## config.mk

```make
export PLATFORM = sky130hd
export DESIGN_NAME = md_issue_ctrl
export DESIGN_NICKNAME = d
export VERILOG_FILES = /design/src/rtl/md_issue_ctrl_pkg.sv /design/src/rtl/md_issue_ctrl.sv
export SDC_FILE = /design/constraint.sdc
export NUM_CORES = 1
export LEC_CHECK = 0
export ABC_AREA = 1
export CAP_MARGIN = 15
export CORE_MARGIN = 10
export CORE_UTILIZATION = 30
export DETAILED_ROUTE_END_ITERATION = 10
export GPL_ROUTABILITY_DRIVEN = 0
export PLACE_DENSITY_LB_ADDON = 0.12
export SLEW_MARGIN = 20
export SYNTH_ARGS = -nofsm -noshare
export SYNTH_HDL_FRONTEND = slang
export SYNTH_SLANG_ARGS = --single-unit
```

## constraint.sdc

```tcl
create_clock -name clk -period 2.1 [get_ports clk]
set_input_delay 0.42 -clock clk [delete_from_list [all_inputs] [get_ports clk]]
set_output_delay 0.42 -clock clk [all_outputs]
set_load 0.005 [all_outputs]
```

## src/rtl/md_issue_ctrl_pkg.sv

```systemverilog
// Shared HI/LO constants: EX-stage MD class codes and the multiply/divide unit's mt* op encodings.
package md_issue_ctrl_pkg;

  localparam logic [3:0] MD_NONE  = 4'd0;
  localparam logic [3:0] MD_MULT  = 4'd1;
  localparam logic [3:0] MD_MULTU = 4'd2;
  localparam logic [3:0] MD_DIV   = 4'd3;
  localparam logic [3:0] MD_DIVU  = 4'd4;
  localparam logic [3:0] MD_MTHI  = 4'd5;
  localparam logic [3:0] MD_MTLO  = 4'd6;
  localparam logic [3:0] MD_MFHI  = 4'd7;
  localparam logic [3:0] MD_MFLO  = 4'd8;

  localparam logic [2:0] mtMultiply  = 3'd0;
  localparam logic [2:0] mtMultiplyU = 3'd1;
  localparam logic [2:0] mtDivide    = 3'd2;
  localparam logic [2:0] mtDivideU   = 3'd3;
  localparam logic [2:0] mtSetHI     = 3'd4;
  localparam logic [2:0] mtSetLO     = 3'd5;

  typedef enum logic [1:0] {
    ST_IDLE   = 2'd0,
    ST_LAUNCH = 2'd1,
    ST_WAIT   = 2'd2
  } md_state_e;

endpackage

```

## src/rtl/md_issue_ctrl.sv

```systemverilog
// EX-stage launcher for the HI/LO mult/div unit: one-cycle registered start pulse per op,
// combinational stall holds every MD instruction until HI/LO is quiescent; ex_stall_ext defers issue.
module md_issue_ctrl
  import md_issue_ctrl_pkg::*;
#(
  parameter int CNT_W = 32
) (
  input  logic             clk,
  input  logic             reset,
  input  logic             ex_valid,
  input  logic [3:0]       ex_mdop,
  input  logic [31:0]      ex_rs,
  input  logic [31:0]      ex_rt,
  input  logic             ex_stall_ext,
  input  logic             ex_flush,
  input  logic             md_busy,
  output logic             md_start,
  output logic [2:0]       md_ctrl,
  output logic [31:0]      md_A,
  output logic [31:0]      md_B,
  output logic             stall_md,
  output logic [CNT_W-1:0] stall_cycles,
  output logic [CNT_W-1:0] ops_issued
);

  md_state_e state;
  logic      pend_calc;
  logic      is_md, is_calc, is_rd, issue;

  function automatic logic [2:0] mt_code(input logic [3:0] op);
    case (op)
      MD_MULTU: return mtMultiplyU;
      MD_DIV:   return mtDivide;
      MD_DIVU:  return mtDivideU;
      MD_MTHI:  return mtSetHI;
      MD_MTLO:  return mtSetLO;
      default:  return mtMultiply;
    endcase
  endfunction

  always_comb begin
    is_md   = ex_valid && (ex_mdop != MD_NONE);
    is_calc = (ex_mdop == MD_MULT) || (ex_mdop == MD_MULTU) ||
              (ex_mdop == MD_DIV)  || (ex_mdop == MD_DIVU);
    is_rd   = (ex_mdop == MD_MFHI) || (ex_mdop == MD_MFLO);
  end

  // mthi/mtlo also wait, so they can never race a pending result write into HI/LO.
  assign stall_md = is_md && !ex_flush && ((state != ST_IDLE) || md_busy);
  assign issue    = is_md && !is_rd && !stall_md && !ex_stall_ext && !ex_flush;

  always_ff @(posedge clk) begin
    if (reset) begin
      state        <= ST_IDLE;
      pend_calc    <= 1'b0;
      md_start     <= 1'b0;
      md_ctrl      <= '0;
      md_A         <= '0;
      md_B         <= '0;
      stall_cycles <= '0;
      ops_issued   <= '0;
    end else begin
      md_start <= 1'b0;
      if (stall_md)
        stall_cycles <= stall_cycles + CNT_W'(1);
      case (state)
        ST_IDLE: begin
          if (issue) begin
            state      <= ST_LAUNCH;
            pend_calc  <= is_calc;
            md_start   <= 1'b1;
            md_ctrl    <= mt_code(ex_mdop);
            md_A       <= ex_rs;
            md_B       <= ex_rt;
            ops_issued <= ops_issued + CNT_W'(1);
          end
        end
        // The unit samples start on the edge that ends LAUNCH; mthi/mtlo complete right there.
        ST_LAUNCH: state <= pend_calc ? ST_WAIT : ST_IDLE;
        ST_WAIT:   if (!md_busy) state <= ST_IDLE;
        default:   state <= ST_IDLE;
      endcase
    end
  end

endmodule

```

Word level (Yosys, flattened, before mapping)
Cells that the tools add are included.
{"block": "op_classes", "add_sub_neg": 2, "multipliers": 0, "div_mod_pow": 0, "n_lt_le_gt_ge": 0, "n_eq_ne": 12, "n_shift": 0, "mux": 6, "bitwise": 1, "n_reduce_logical": 22}
{"operator": "32-bit by 1-bit adder with 32-bit output, second input constant", "n": 2}
{"operator": "4-bit by 3-bit == test with 1-bit output, second input constant", "n": 4}
{"operator": "3-bit one-hot mux with 5 select lines", "n": 1}
{"operator": "4-bit by 2-bit == test with 1-bit output, second input constant", "n": 2}
{"operator": "1-bit logical AND", "n": 7}
{"operator": "2-bit two-way mux", "n": 3}
{"operator": "2-bit one-hot mux with 3 select lines", "n": 1}
{"operator": "1-bit logical OR", "n": 5}
{"operator": "4-bit by 1-bit == test with 1-bit output, second input constant", "n": 1}
{"operator": "4-bit == test, second input constant", "n": 1}
{"operator": "1-bit logical NOT", "n": 4}
{"operator": "2-bit inequality test, second input constant", "n": 2}
{"operator": "2-bit AND reduction", "n": 2}
{"operator": "4-bit nonzero test", "n": 1}
{"operator": "2-bit by 1-bit == test with 1-bit output, second input constant", "n": 1}
{"operator": "2-bit == test, second input constant", "n": 1}
{"operator": "2-bit logical NOT", "n": 1}
{"operator": "2-bit nonzero test", "n": 1}
{"operator": "2-bit OR reduction", "n": 1}
{"operator": "1-bit two-way mux", "n": 1}
{"operator": "1-bit NOT", "n": 1}
{"block": "totals", "ff_bits": 135, "latchBits": 0, "mem_bits_rw": 0, "romBits": 0, "output_inout_bits": 133, "word_cells": 51, "n_memories": 0}

Longest topological paths before layout
{"block": "depth", "word_depth": 10, "mapped_depth": 12, "mapped_depth_nobuf": 10}

Worst setup path before layout
No wires, ideal clock.
{"block": "synth_timing", "path_kind": "flip-flop to flip-flop", "start": "register stall_cycles[1]", "end": "register stall_cycles[18]", "setup_time_ns": 0.116, "arrival_ns": 1.382, "t_required_ns": 1.984, "slack_ns": 0.602, "path_stages_with_launch": 10, "n_path_buf": 1, "period_less_slack_ns": 1.498, "cell_sequence": "dfxtp_1 -> ha_1 -> nand3_1 -> nor2_2 -> nand3_1 -> nor2_1 -> buf_4 -> nand2_1 -> o21ai_0 -> nor2_1"}
{"block": "synth_between", "elab_chain_cells": 1}
{"element": "from (decl)", "line_no": "md_issue_ctrl.sv:22", "text": "output logic [CNT_W-1:0] stall_cycles,"}
{"element": "from (signal assigned)", "line_no": "md_issue_ctrl.sv:65", "text": "stall_cycles <= stall_cycles + CNT_W'(1);"}
{"element": "32-bit by 1-bit adder with 32-bit output", "line_no": "md_issue_ctrl.sv:65"}
No other way between the ends.
A chain may end at the register's enable or synchronous reset.

Worst setup path in the final report
{"block": "layout_timing", "start": "input ex_mdop[2]", "end": "output stall_md"}
{"block": "layout_between", "elab_chain_cells": 4}
{"element": "from (decl)", "line_no": "md_issue_ctrl.sv:11", "text": "input logic [3:0] ex_mdop,"}
{"element": "4-bit nonzero test", "line_no": "md_issue_ctrl.sv:42", "text": "is_md = ex_valid && (ex_mdop != MD_NONE);"}
{"element": "1-bit logical AND", "line_no": "md_issue_ctrl.sv:42"}
{"element": "1-bit logical AND (2 in a row)", "line_no": "md_issue_ctrl.sv:49", "text": "assign stall_md = is_md && !ex_flush && ((state != ST_IDLE) || md_busy);"}
{"element": "to (decl)", "line_no": "md_issue_ctrl.sv:21", "text": "output logic stall_md,"}
No other way between the ends.

==> run_results.csv <==
group,metric,value,unit
critical_path,crit_fanout,3,
synthesis,syn_avg_cell_area,6.63,um^2
layout,final_common_cell,"nor2_1",
global_route,track_usage,15.2,%
critical_path,r2r_cells,8,
worst_hold_path,holdPathEnd,"stall_cycles[31]$_SDFFE_PP0P_",
floorplanning,die_h,165,um
worst_hold_path,holdPathStages,3,
worst_hold_path,hold_class,"in2reg",
sta,rsz0062_at_grt,"no",
synthesis,post-synth-top-area-fraction,43.0,%
layout,area_growth,48.2,%
layout,layout_common_cells,"nor2_1, nand2_1, clkdlybuf4s50_1",
clock_tree,cts_tree,"yes",
layout,layout-drive-gt1-share,6.84,%
clock_tree,clk_path_buf_depth,2,
detailed_routing,avgViaCountPerCell,4.49,
floorplanning,die-area,27100,um^2
critical_path,cp.arrival,1600,ps
synthesis,yosysTopAreaCell,"dfxtp_1",
layout,n_antenna_cell,0,
critical_path,start_kind,"input port",
placed_design,place_inst,1408,
placed_design,port_buffers,206,
floorplanning,coreArea,20400,um^2
global_route,gr-total-overflow,0,
sta,min_period,2020,ps
synthesis,syn-instance-count,947,
run_status,outcome,"completed",
synthesis,synth_area_leaders,"dfxtp_1, nor2_1, nand2_1, o21ai_0, inv_1",
global_route,grt_pass1_vias,6116,
power_and_ir_drop,p_leak,3.53,nW
detailed_routing,antenna_left,0,
global_route,antenna_found_initial,0,
floorplanning,start_util,30.7,%
sta,hold_viol_final,0,
clock_tree,worstSkewPairLatency,420,ps
clock_tree,cts_buffers,17,
placed_design,pre_cts_slack,-314,ps
synthesis,synth.distinct_cells,28,
sta,setup_violations,0,
synthesis,ys_ff_latch,135,
detailed_routing,dr.pass1.iters,4,
clock_tree,postCtsSetupBuffers,0,
critical_path,ff2ff_setup_slack,350,ps
sta,max_slew_margin,67.6,%
floorplanning,num_io_pins,207,
critical_path,worst-setup-path-type,"in2out",
global_route,grt_pass1_wl,33.0,mm
layout,final_nets,1233,
detailed_routing,vias,6467,
sta,finalMaxSlewViolations,0,
detailed_routing,drtIter0Drc,372,
layout,fin_cells,1439,
sta,tightest_slew,482,ps
critical_path,endpoint_kind,"output port",
worst_hold_path,min_from,"reset",
clock_tree,cts_root_buf,"clkbuf_16",
placed_design,dpl.hpwl,15.4,mm
power_and_ir_drop,peakVddDrop,515,uV
power_and_ir_drop,power.density,674,nW/um^2
sta,period_share,96.0,%
floorplanning,row_count,52,
floorplanning,chipWidth,165,um
detailed_routing,wl,21.1,mm
clock_tree,clk_pin_slew,60,ps
global_route,grt_max_degree,95,
synthesis,seq_area_frac_synth,43.0,%
flow_run,maxCapViolations,0,
clock_tree,cts.sinks,135,
detailed_routing,drc,0,
critical_path,required,1680,ps
clock_tree,htreeDepth,4,
sta,fmax,496,MHz
synthesis,synth-warning-count,0,
sta,skew,14.9,ps
detailed_routing,post_drt_wl_per_cell,14.7,um
sta,setup_ws,84.0,ps
critical_path,regToRegEndpoint,"ops_issued[14]$_SDFFE_PP0P_",
synthesis,synth_nets,1023,
synthesis,syn-cell-area,6280,um^2
critical_path,r2r-start,"ops_issued[1]$_SDFFE_PP0P_",
metal layers:
metal  GRT usage, %  vias up  wire [um]
li1               -     3405          -
met1           18.8     2878       9330
met2           22.5      173       9140
met3           8.51       11       2460
met5              0        -          0
met4           3.50        0        168
area by class of cell:
| type | count | area, um^2 |
|---|---|---|
| Sequential cell | 135 | 2700 |
| Multi-Input combinational cell | 698 | 3100 |
| Clock buffer | 17 | 425 |
| Fill cell | 2119 | 11100 |
| Timing Repair Buffer | 230 | 2280 |
| Tap cell | 270 | 338 |
| Clock inverter | 14 | 174 |
| Inverter | 75 | 282 |
power by group:
group	internal, mW	switching (mW)	total (mW)
clock	1.87	1.23	3.10
combinational	0.292	0.228	0.520
sequential	2.62	0.0317	2.66
registers in the layout, summed over array words and instances, names as in the netlist:
name,flops
md_B,32
md_A,32
md_start,1
pend_calc,1
state,2
stall_cycles,32
md_ctrl,3
ops_issued,32
logic make-up (layout without fill, tap and decap cells):
family	count (synthesis)	count (layout)	share of synthesized area (%)
flip-flops	135	135	43.0
adder cells (fa/ha/maj)	2	2	0.398
XOR/XNOR	14	14	1.95
buffers and inverters	114	336	7.75
AND/OR/NAND/NOR	560	560	37.0
AO/OA/AOI/OAI	122	122	9.84
cell usage after synthesis, drive strengths merged:
| cell | instances |
|---|---|
| o21bai | 3 |
| xnor2 | 9 |
| nor3 | 15 |
| nor3b | 2 |
| nand4 | 13 |
| and3 | 1 |
| dfxtp | 135 |
| ha | 2 |
| o21ai | 85 |
| nand3 | 47 |
| nand3b | 2 |
| xor2 | 5 |
| buf | 23 |
| clkbuf | 16 |
| inv | 75 |
| and2 | 1 |
| a21oi | 34 |
| nor2 | 258 |
| nand2 | 221 |
worst max-delay path, cell delays in order:
cell,delay [ps]
clkdlybuf4s50_1,480
nor2_1,80
nand2_2,80
nand2_2,80
nor2_4,190
dlygate4sd2_1,260
through the flow:
stage / hold WS [ps] / cell area (um^2) / setup TNS, ps / power [mW] / utilization, %
2_1_floorplan: 461 / 6280 / 0 / 2.89 / -
3_3_place_gp: 455 / 8700 / -5210 / 3.24 / 42.6
3_5_place_dp: 459 / 8700 / -7680 / 3.24 / 42.6
4_1_cts: 428 / 9310 / 0 / 6.37 / 45.5
5_1_grt: 440 / 9310 / 0 / 6.52 / 45.5
6_report: 442 / 9310 / 0 / 6.27 / 45.5
worst max path at each step:
stage               cells after the start  slack (ps)                            end                         start
finish                                  6          80                       stall_md                    ex_mdop[2]
detailed placement                      6        -310                       stall_md                    ex_mdop[0]
global route                            6          20                       stall_md                    ex_mdop[2]
global placement                        6        -300                       stall_md                    ex_mdop[0]
floorplan                               9         600  stall_cycles[18]$_SDFFE_PP0P_  stall_cycles[1]$_SDFFE_PP0P_
CTS                                     6          60                       stall_md                    ex_mdop[2]
timing repair:
action / CTS / global route
resized for setup: 4 / 0
endpoints found under the setup margin: 1 / 0
hold buffers: 0 / 0
(Power assumes the default switching activity.)
